==> src/rtl/sad_search_ctrl.sv <==
// sad_search_ctrl: block-matching search controller. Walks NUM_CAND candidate
// windows of WORDS 32-bit words and reports the candidate with the smallest
// sum of absolute byte differences against a reference block.
// Optional feature: define SAD_EARLY_TERM_EN to stop reading a candidate as
// soon as its running sum can no longer beat the best found so far.
// Address arithmetic assumes ADDR_W <= 32.

module sad4x8 (
  input  logic [31:0] a_i,
  input  logic [31:0] b_i,
  output logic [9:0]  sad_o
);
  function automatic logic [9:0] absd(input logic [7:0] x, input logic [7:0] y);
    return (x >= y) ? {2'b00, x - y} : {2'b00, y - x};
  endfunction

  assign sad_o = absd(a_i[7:0],   b_i[7:0])   + absd(a_i[15:8],  b_i[15:8]) +
                 absd(a_i[23:16], b_i[23:16]) + absd(a_i[31:24], b_i[31:24]);
endmodule

// state | meaning
// IDLE  | waiting for start
// ISSUE | one read per cycle, word index first, then candidate
// DRAIN | last read returning, final compare
// DONE  | one-cycle done pulse
module sad_search_ctrl #(
  parameter int WORDS     = 16,
  parameter int NUM_CAND  = 8,
  parameter int CAND_STEP = 1,
  parameter int ADDR_W    = 12
) (
  input  logic              clk_i,
  input  logic              rst_i,
  input  logic              start_i,
  input  logic [ADDR_W-1:0] frm_base_i,
  input  logic [ADDR_W-1:0] win_base_i,
  output logic              rd_en_o,
  output logic [ADDR_W-1:0] frm_addr_o,
  output logic [ADDR_W-1:0] win_addr_o,
  input  logic [31:0]       frm_data_i,
  input  logic [31:0]       win_data_i,
  output logic              busy_o,
  output logic              done_o,
  output logic [15:0]       best_sad_o,
  output logic [7:0]        best_idx_o
);
  localparam logic [5:0] W_LAST = 6'(WORDS - 1);
  localparam logic [7:0] C_LAST = 8'(NUM_CAND - 1);

  typedef enum logic [1:0] {IDLE, ISSUE, DRAIN, DONE} state_t;

  state_t            state_q;
  logic              rd_en_q, busy_q, done_q;
  logic [ADDR_W-1:0] frm_base_q, win_base_q, frm_addr_q, win_addr_q;
  logic [5:0]        iw_q, pw_q;
  logic [7:0]        ic_q, pc_q;
  logic              pvld_q;
  logic [15:0]       acc_q, best_sad_q;
  logic [7:0]        best_idx_q;

  logic [9:0]        word_sad;
  logic [15:0]       acc_d;
  logic              last_word, term, issue_end;
  logic [5:0]        nw_d;
  logic [7:0]        nc_d;
  logic [ADDR_W-1:0] frm_addr_d, win_addr_d;

  sad4x8 u_sad (
    .a_i   (frm_data_i),
    .b_i   (win_data_i),
    .sad_o (word_sad)
  );

  // Accumulate returning word, decide early stop and the next (c,w) to issue.
  // pw_q/pc_q tag the word arriving this cycle; iw_q/ic_q the address on the bus.
  always_comb begin
    acc_d     = ((pw_q == 6'd0) ? 16'd0 : acc_q) + {6'd0, word_sad};
    last_word = pvld_q && (pw_q == W_LAST);
`ifdef SAD_EARLY_TERM_EN
    term      = pvld_q && (pc_q != 8'd0) && (pw_q != W_LAST) && (acc_d >= best_sad_q);
`else
    term      = 1'b0;
`endif
    nw_d      = iw_q + 6'd1;
    nc_d      = ic_q;
    issue_end = 1'b0;
    if (term) begin
      // Word on the bus still belongs to pc_q; skip straight to the next candidate.
      nw_d      = 6'd0;
      nc_d      = pc_q + 8'd1;
      issue_end = (pc_q == C_LAST);
    end else if (iw_q == W_LAST) begin
      nw_d      = 6'd0;
      nc_d      = ic_q + 8'd1;
      issue_end = (ic_q == C_LAST);
    end
    frm_addr_d = frm_base_q + ADDR_W'(nw_d);
    win_addr_d = win_base_q + ADDR_W'(nc_d) * ADDR_W'(CAND_STEP) + ADDR_W'(nw_d);
  end

  // Sequencer, read pipeline tags, accumulator and best-candidate tracking.
  always_ff @(posedge clk_i) begin
    if (rst_i) begin
      state_q    <= IDLE;
      rd_en_q    <= 1'b0;
      busy_q     <= 1'b0;
      done_q     <= 1'b0;
      frm_base_q <= '0;
      win_base_q <= '0;
      frm_addr_q <= '0;
      win_addr_q <= '0;
      iw_q       <= '0;
      ic_q       <= '0;
      pw_q       <= '0;
      pc_q       <= '0;
      pvld_q     <= 1'b0;
      acc_q      <= '0;
      best_sad_q <= 16'hFFFF;
      best_idx_q <= '0;
    end else begin
      // A word killed by early termination is never accumulated.
      pvld_q <= rd_en_q && !term;
      pw_q   <= iw_q;
      pc_q   <= ic_q;
      if (pvld_q) begin
        acc_q <= acc_d;
        if (last_word && ((pc_q == 8'd0) || (acc_d < best_sad_q))) begin
          best_sad_q <= acc_d;
          best_idx_q <= pc_q;
        end
      end
      case (state_q)
        IDLE: begin
          if (start_i) begin
            frm_base_q <= frm_base_i;
            win_base_q <= win_base_i;
            frm_addr_q <= frm_base_i;
            win_addr_q <= win_base_i;
            iw_q       <= '0;
            ic_q       <= '0;
            rd_en_q    <= 1'b1;
            busy_q     <= 1'b1;
            state_q    <= ISSUE;
          end
        end
        ISSUE: begin
          if (issue_end) begin
            rd_en_q <= 1'b0;
            state_q <= DRAIN;
          end else begin
            iw_q       <= nw_d;
            ic_q       <= nc_d;
            frm_addr_q <= frm_addr_d;
            win_addr_q <= win_addr_d;
          end
        end
        DRAIN: begin
          busy_q  <= 1'b0;
          done_q  <= 1'b1;
          state_q <= DONE;
        end
        DONE: begin
          done_q  <= 1'b0;
          state_q <= IDLE;
        end
        default: state_q <= IDLE;
      endcase
    end
  end

  assign rd_en_o    = rd_en_q;
  assign frm_addr_o = frm_addr_q;
  assign win_addr_o = win_addr_q;
  assign busy_o     = busy_q;
  assign done_o     = done_q;
  assign best_sad_o = best_sad_q;
  assign best_idx_o = best_idx_q;
endmodule
==> config.mk <==
export PLATFORM = sky130hd
export DESIGN_NAME = sad_search_ctrl
export DESIGN_NICKNAME = d
export VERILOG_FILES = /design/src/rtl/sad_search_ctrl.sv
export SDC_FILE = /design/constraint.sdc
export NUM_CORES = 1
export LEC_CHECK = 0
export BUFFER_PORTS_ARGS = -buffer_cell sky130_fd_sc_hd__buf_2
export CAP_MARGIN = 20
export CORE_UTILIZATION = 30
export CTS_CLUSTER_SIZE = 40
export DETAILED_ROUTE_END_ITERATION = 6
export MAX_ROUTING_LAYER = met4
export PLACE_DENSITY = 0.59
export SKIP_CTS_REPAIR_TIMING = 1
export SYNTH_ARGS = -nofsm -noshare
export SYNTH_HDL_FRONTEND = slang
export SYNTH_SLANG_ARGS = --single-unit
==> constraint.sdc <==
create_clock -name clk_i -period 8.8 [get_ports clk_i]
set_input_delay 0.44 -clock clk_i [delete_from_list [all_inputs] [get_ports clk_i]]
set_output_delay 0.44 -clock clk_i [all_outputs]
set_load 0.02 [all_outputs]
==> results.md <==
- Slowest cell delay on critical path: 570 ps
- Synth cell types: between 60 and 70
- Final setup violation count: 0
- Number of clock sinks: roughly 120
- Share of the synthesized area in the top cell type: between 20% and 30%
- Clock root buffer: sky130_fd_sc_hd__clkbuf_16
- Fmax: about 130 MHz
- Maximum root-to-sink buffer count: 2
- Drt drc: 0
- Category of the worst setup path capture point: flop
- Post-route minimum period: 7710 ps
- Fill count: ~3500
- TritonCTS clock tree: built
- Post-synth ARST share: 0%
- Endpoint arrival time on the critical path: roughly 8100 ps
- Number of port buffers: approximately 140
- Area growth from synthesis to layout: 15.6%
- Slew HR: 30.1%
- Row Count: 67
- Hold violation count in the final report: 0
- Mean area per synthesized cell: 8.15 sq um
- WS Path Type: input pin to flop
- Violation count after the first detailed-routing iteration: around 470
- Top post-synthesis cells by area: sky130_fd_sc_hd__dfxtp_1 24%, sky130_fd_sc_hd__ha_1 14%, sky130_fd_sc_hd__mux2i_1 6.6%, sky130_fd_sc_hd__fa_1 6.4%, sky130_fd_sc_hd__inv_1 5.1%
- Placed wire-length estimate: about 20000 um
- Via count normalized by instance count: slightly below 5
- Number of enable flip-flop cells after synthesis: 0
- Leakage dissipation: between 5 and 6 nW
- CTS clk-pin slew, worst paths: approximately 60 ps
- Pin count of the biggest net entering global routing: just under 70
- Required time at the worst-slack endpoint: 9150 ps
- Launching element type of the critical path: input pin
- RSZ-0062 raised after global routing: false
- Global route total overflow: 0
- CP max stage cell: sky130_fd_sc_hd__fa_1
- Sequential area share after synthesis: between 20% and 30%
- Max Slew Vio Count: 0
- Setup TNS: 0 ps
- Worst-skew pair later-pin latency: ~420 ps
- Final worst path period share: roughly 90%
- Clock Skew: 8.87 ps
- Cell count after synthesis: 1259
- Crit path max fanout: 14
- GRT Overall Usage: around 15%
- Hold Path Class: input pin to flop
- Die height: around 190 um
- Number of vias in the routed layout: 8819
- Pre-CTS worst setup slack: between 600 and 700 ps
- Share of final-layout standard cells stronger than drive strength 1: between 10% and 20%
- Pwr/cell area: ~300 nW/um^2
- Max-cap violation count: 0
- Number of synthesized register bits: roughly 120
- # nets final: between 1500 and 2000
- Synthesized area: around 10000 sq um
- Die Outline Area: about 35000 sq um
- DIE WIDTH: between 150 and 200 um
- Total routed wirelength: roughly 25000 um
- Initial antenna violation count: 1
- Total I/O pin count: around 140
- Synth Flop Type: sky130_fd_sc_hd__dfxtp_1
- Least setup slack across all paths after layout: between 1000 and 1500 ps
- Warnings from Yosys: 0
- Detail-routed net length per standard cell: about 14 um
- Clock H-tree levels: 4
- Hold Path Origin: win_base_i[5]
- Via count of the first global-routing pass: 8387
- Count of antenna-violating nets left after detailed routing: 0
- Routability congestion estimate: slightly below 0.9
- Origin of the critical flop-to-flop path: pw_q[2]$_SDFF_PP0_
- Router iterations before antenna repair: 5
- IR Drop Worst-Case VDD: ~0.24 mV
- Effective utilization at floorplan: between 30% and 40%
- Pin slew with the least headroom to its limit: roughly 1000 ps
- Global-route wire length before repair: 42000 um
- Critical Path Source: frm_data_i[24]
- Total CTS buffers: 17
- Status: complete, no violations
- Core region area: between 30000 and 40000 sq um
- Biggest area consumer among synthesized cells: sky130_fd_sc_hd__dfxtp_1
- Syn Nets: approximately 1500
path summary, 6_finish.rpt:
| kind | to | slack [ps] | depth (start not counted) |
|---|---|---|---|
| max reg2reg | best_sad_o[4]$_SDFFE_PP1P_ | 4220 | 19 |
| min reg2reg | best_idx_o[0]$_SDFFE_PP0P_ | 450 | 2 |
| max | best_sad_o[4]$_SDFFE_PP1P_ | 1090 | 35 |
| min | win_base_q[5]$_SDFFE_PP0P_ | 260 | 3 |
layout by cell type, fill, tap and decap left out, types with 21 or more instances in the layout:
cell type	n
sky130_fd_sc_hd__xnor2_1	35
sky130_fd_sc_hd__mux2i_1	68
sky130_fd_sc_hd__o21ai_0	47
sky130_fd_sc_hd__nor2b_1	36
sky130_fd_sc_hd__nand2_1	126
sky130_fd_sc_hd__xor2_1	22
sky130_fd_sc_hd__nor2_1	115
sky130_fd_sc_hd__fa_1	33
sky130_fd_sc_hd__a21oi_1	88
sky130_fd_sc_hd__buf_2	140
sky130_fd_sc_hd__ha_1	116
sky130_fd_sc_hd__inv_1	139
sky130_fd_sc_hd__a21o_1	21
sky130_fd_sc_hd__nor3_1	24
sky130_fd_sc_hd__dfxtp_1	122
area by class of cell:
| class | instances | area, sq um | area share, % |
|---|---|---|---|
| well taps | 448 | 561 | 4.72 |
| diodes | 1 | 2.50 | 0.0211 |
| flip-flops and latches | 122 | 2440 | 20.6 |
| multi-input cells | 940 | 6990 | 58.9 |
| clock inverters | 11 | 131 | 1.11 |
| inverters | 139 | 522 | 4.40 |
| clock buffers | 21 | 470 | 3.96 |
| repair buffers | 146 | 753 | 6.35 |
flip-flops by register name (all words and copies together), names as in the netlist, 6 cells and up:
| name | count |
|---|---|
| win_base_q | 12 |
| acc_q | 16 |
| ic_q | 8 |
| iw_q | 6 |
| frm_addr_o | 12 |
| best_sad_o | 16 |
| frm_base_q | 12 |
| pc_q | 8 |
| best_idx_o | 8 |
| pw_q | 6 |
| win_addr_o | 12 |
cells by family (layout without fill, tap and decap cells):
logic type	Yosys count	count (layout)	share of synthesized area, %
other	0	1	0
and+or+nand+nor	384	384	17.6
xor gates and xnor gates	57	57	4.86
muxes	73	73	7.18
AOI/OAI and AO/OA	277	277	17.9
adders and majority gates	149	149	20.6
DFF	122	122	23.8
buffers and inverters	197	317	8.14
critical path, delay by kind of cell:
family          cells  cell delay [ps]
buf+inv             6              610
compound gates     15             3090
mux                 3              650
simple gates        2              300
xor+xnor            2              310
fa+ha+maj           7             2620
power breakdown:
group | internal, mW | switching (mW) | leakage, nW
Clock | 0.443 | 0.275 | 0.287
Sequential | 0.646 | 0.0630 | 0.993
Combinational | 0.873 | 1.36 | 4.24
metrics by stage:
stage | hold WS (ps) | util [%] | total power [mW] | area [sq um] | cells
after floorplan | 436 | - | 2.45 | 10300 | 1259
final | 261 | 35.3 | 3.65 | 11900 | 1828
after detailed placement | 446 | 33.5 | 2.94 | 11200 | 1794
after global placement | 440 | 33.5 | 2.90 | 11200 | 1794
after global routing | 255 | 35.3 | 4.00 | 11900 | 1828
after CTS | 244 | 35.3 | 3.68 | 11900 | 1826
per-layer routing:
metal,global-route usage [%],vias to the layer above,share of wire [%]
met4,4.04,0,1.3
met1,19.8,4088,48
met3,2.44,23,4.9
met2,24.0,207,46
met5,-,-,0
li1,-,4501,-
synthesized netlist by cell type, types with 3 or more instances:
library cell,n
sky130_fd_sc_hd__inv_1,139
sky130_fd_sc_hd__nand2_1,126
sky130_fd_sc_hd__dfxtp_1,122
sky130_fd_sc_hd__ha_1,116
sky130_fd_sc_hd__nor2_1,115
sky130_fd_sc_hd__a21oi_1,88
sky130_fd_sc_hd__mux2i_1,68
sky130_fd_sc_hd__o21ai_0,47
sky130_fd_sc_hd__nor2b_1,36
sky130_fd_sc_hd__xnor2_1,35
sky130_fd_sc_hd__fa_1,33
sky130_fd_sc_hd__clkbuf_1,31
sky130_fd_sc_hd__nor3_1,24
sky130_fd_sc_hd__xor2_1,22
sky130_fd_sc_hd__a21o_1,21
sky130_fd_sc_hd__a211oi_1,17
sky130_fd_sc_hd__o21a_1,17
sky130_fd_sc_hd__o211ai_1,16
sky130_fd_sc_hd__buf_2,15
sky130_fd_sc_hd__nand3_1,15
sky130_fd_sc_hd__and2_1,13
sky130_fd_sc_hd__nand4_1,12
sky130_fd_sc_hd__and3_1,11
sky130_fd_sc_hd__nand2b_1,11
sky130_fd_sc_hd__o41ai_1,10
sky130_fd_sc_hd__a22o_1,7
sky130_fd_sc_hd__a31oi_1,7
sky130_fd_sc_hd__a211o_1,6
sky130_fd_sc_hd__a41oi_1,5
sky130_fd_sc_hd__mux2_2,5
sky130_fd_sc_hd__a21boi_0,4
sky130_fd_sc_hd__a21oi_2,4
sky130_fd_sc_hd__buf_6,4
sky130_fd_sc_hd__o21ai_1,4
sky130_fd_sc_hd__and4_1,3
sky130_fd_sc_hd__buf_1,3
sky130_fd_sc_hd__o2111ai_1,3
Power figures use the tool's default switching activity.
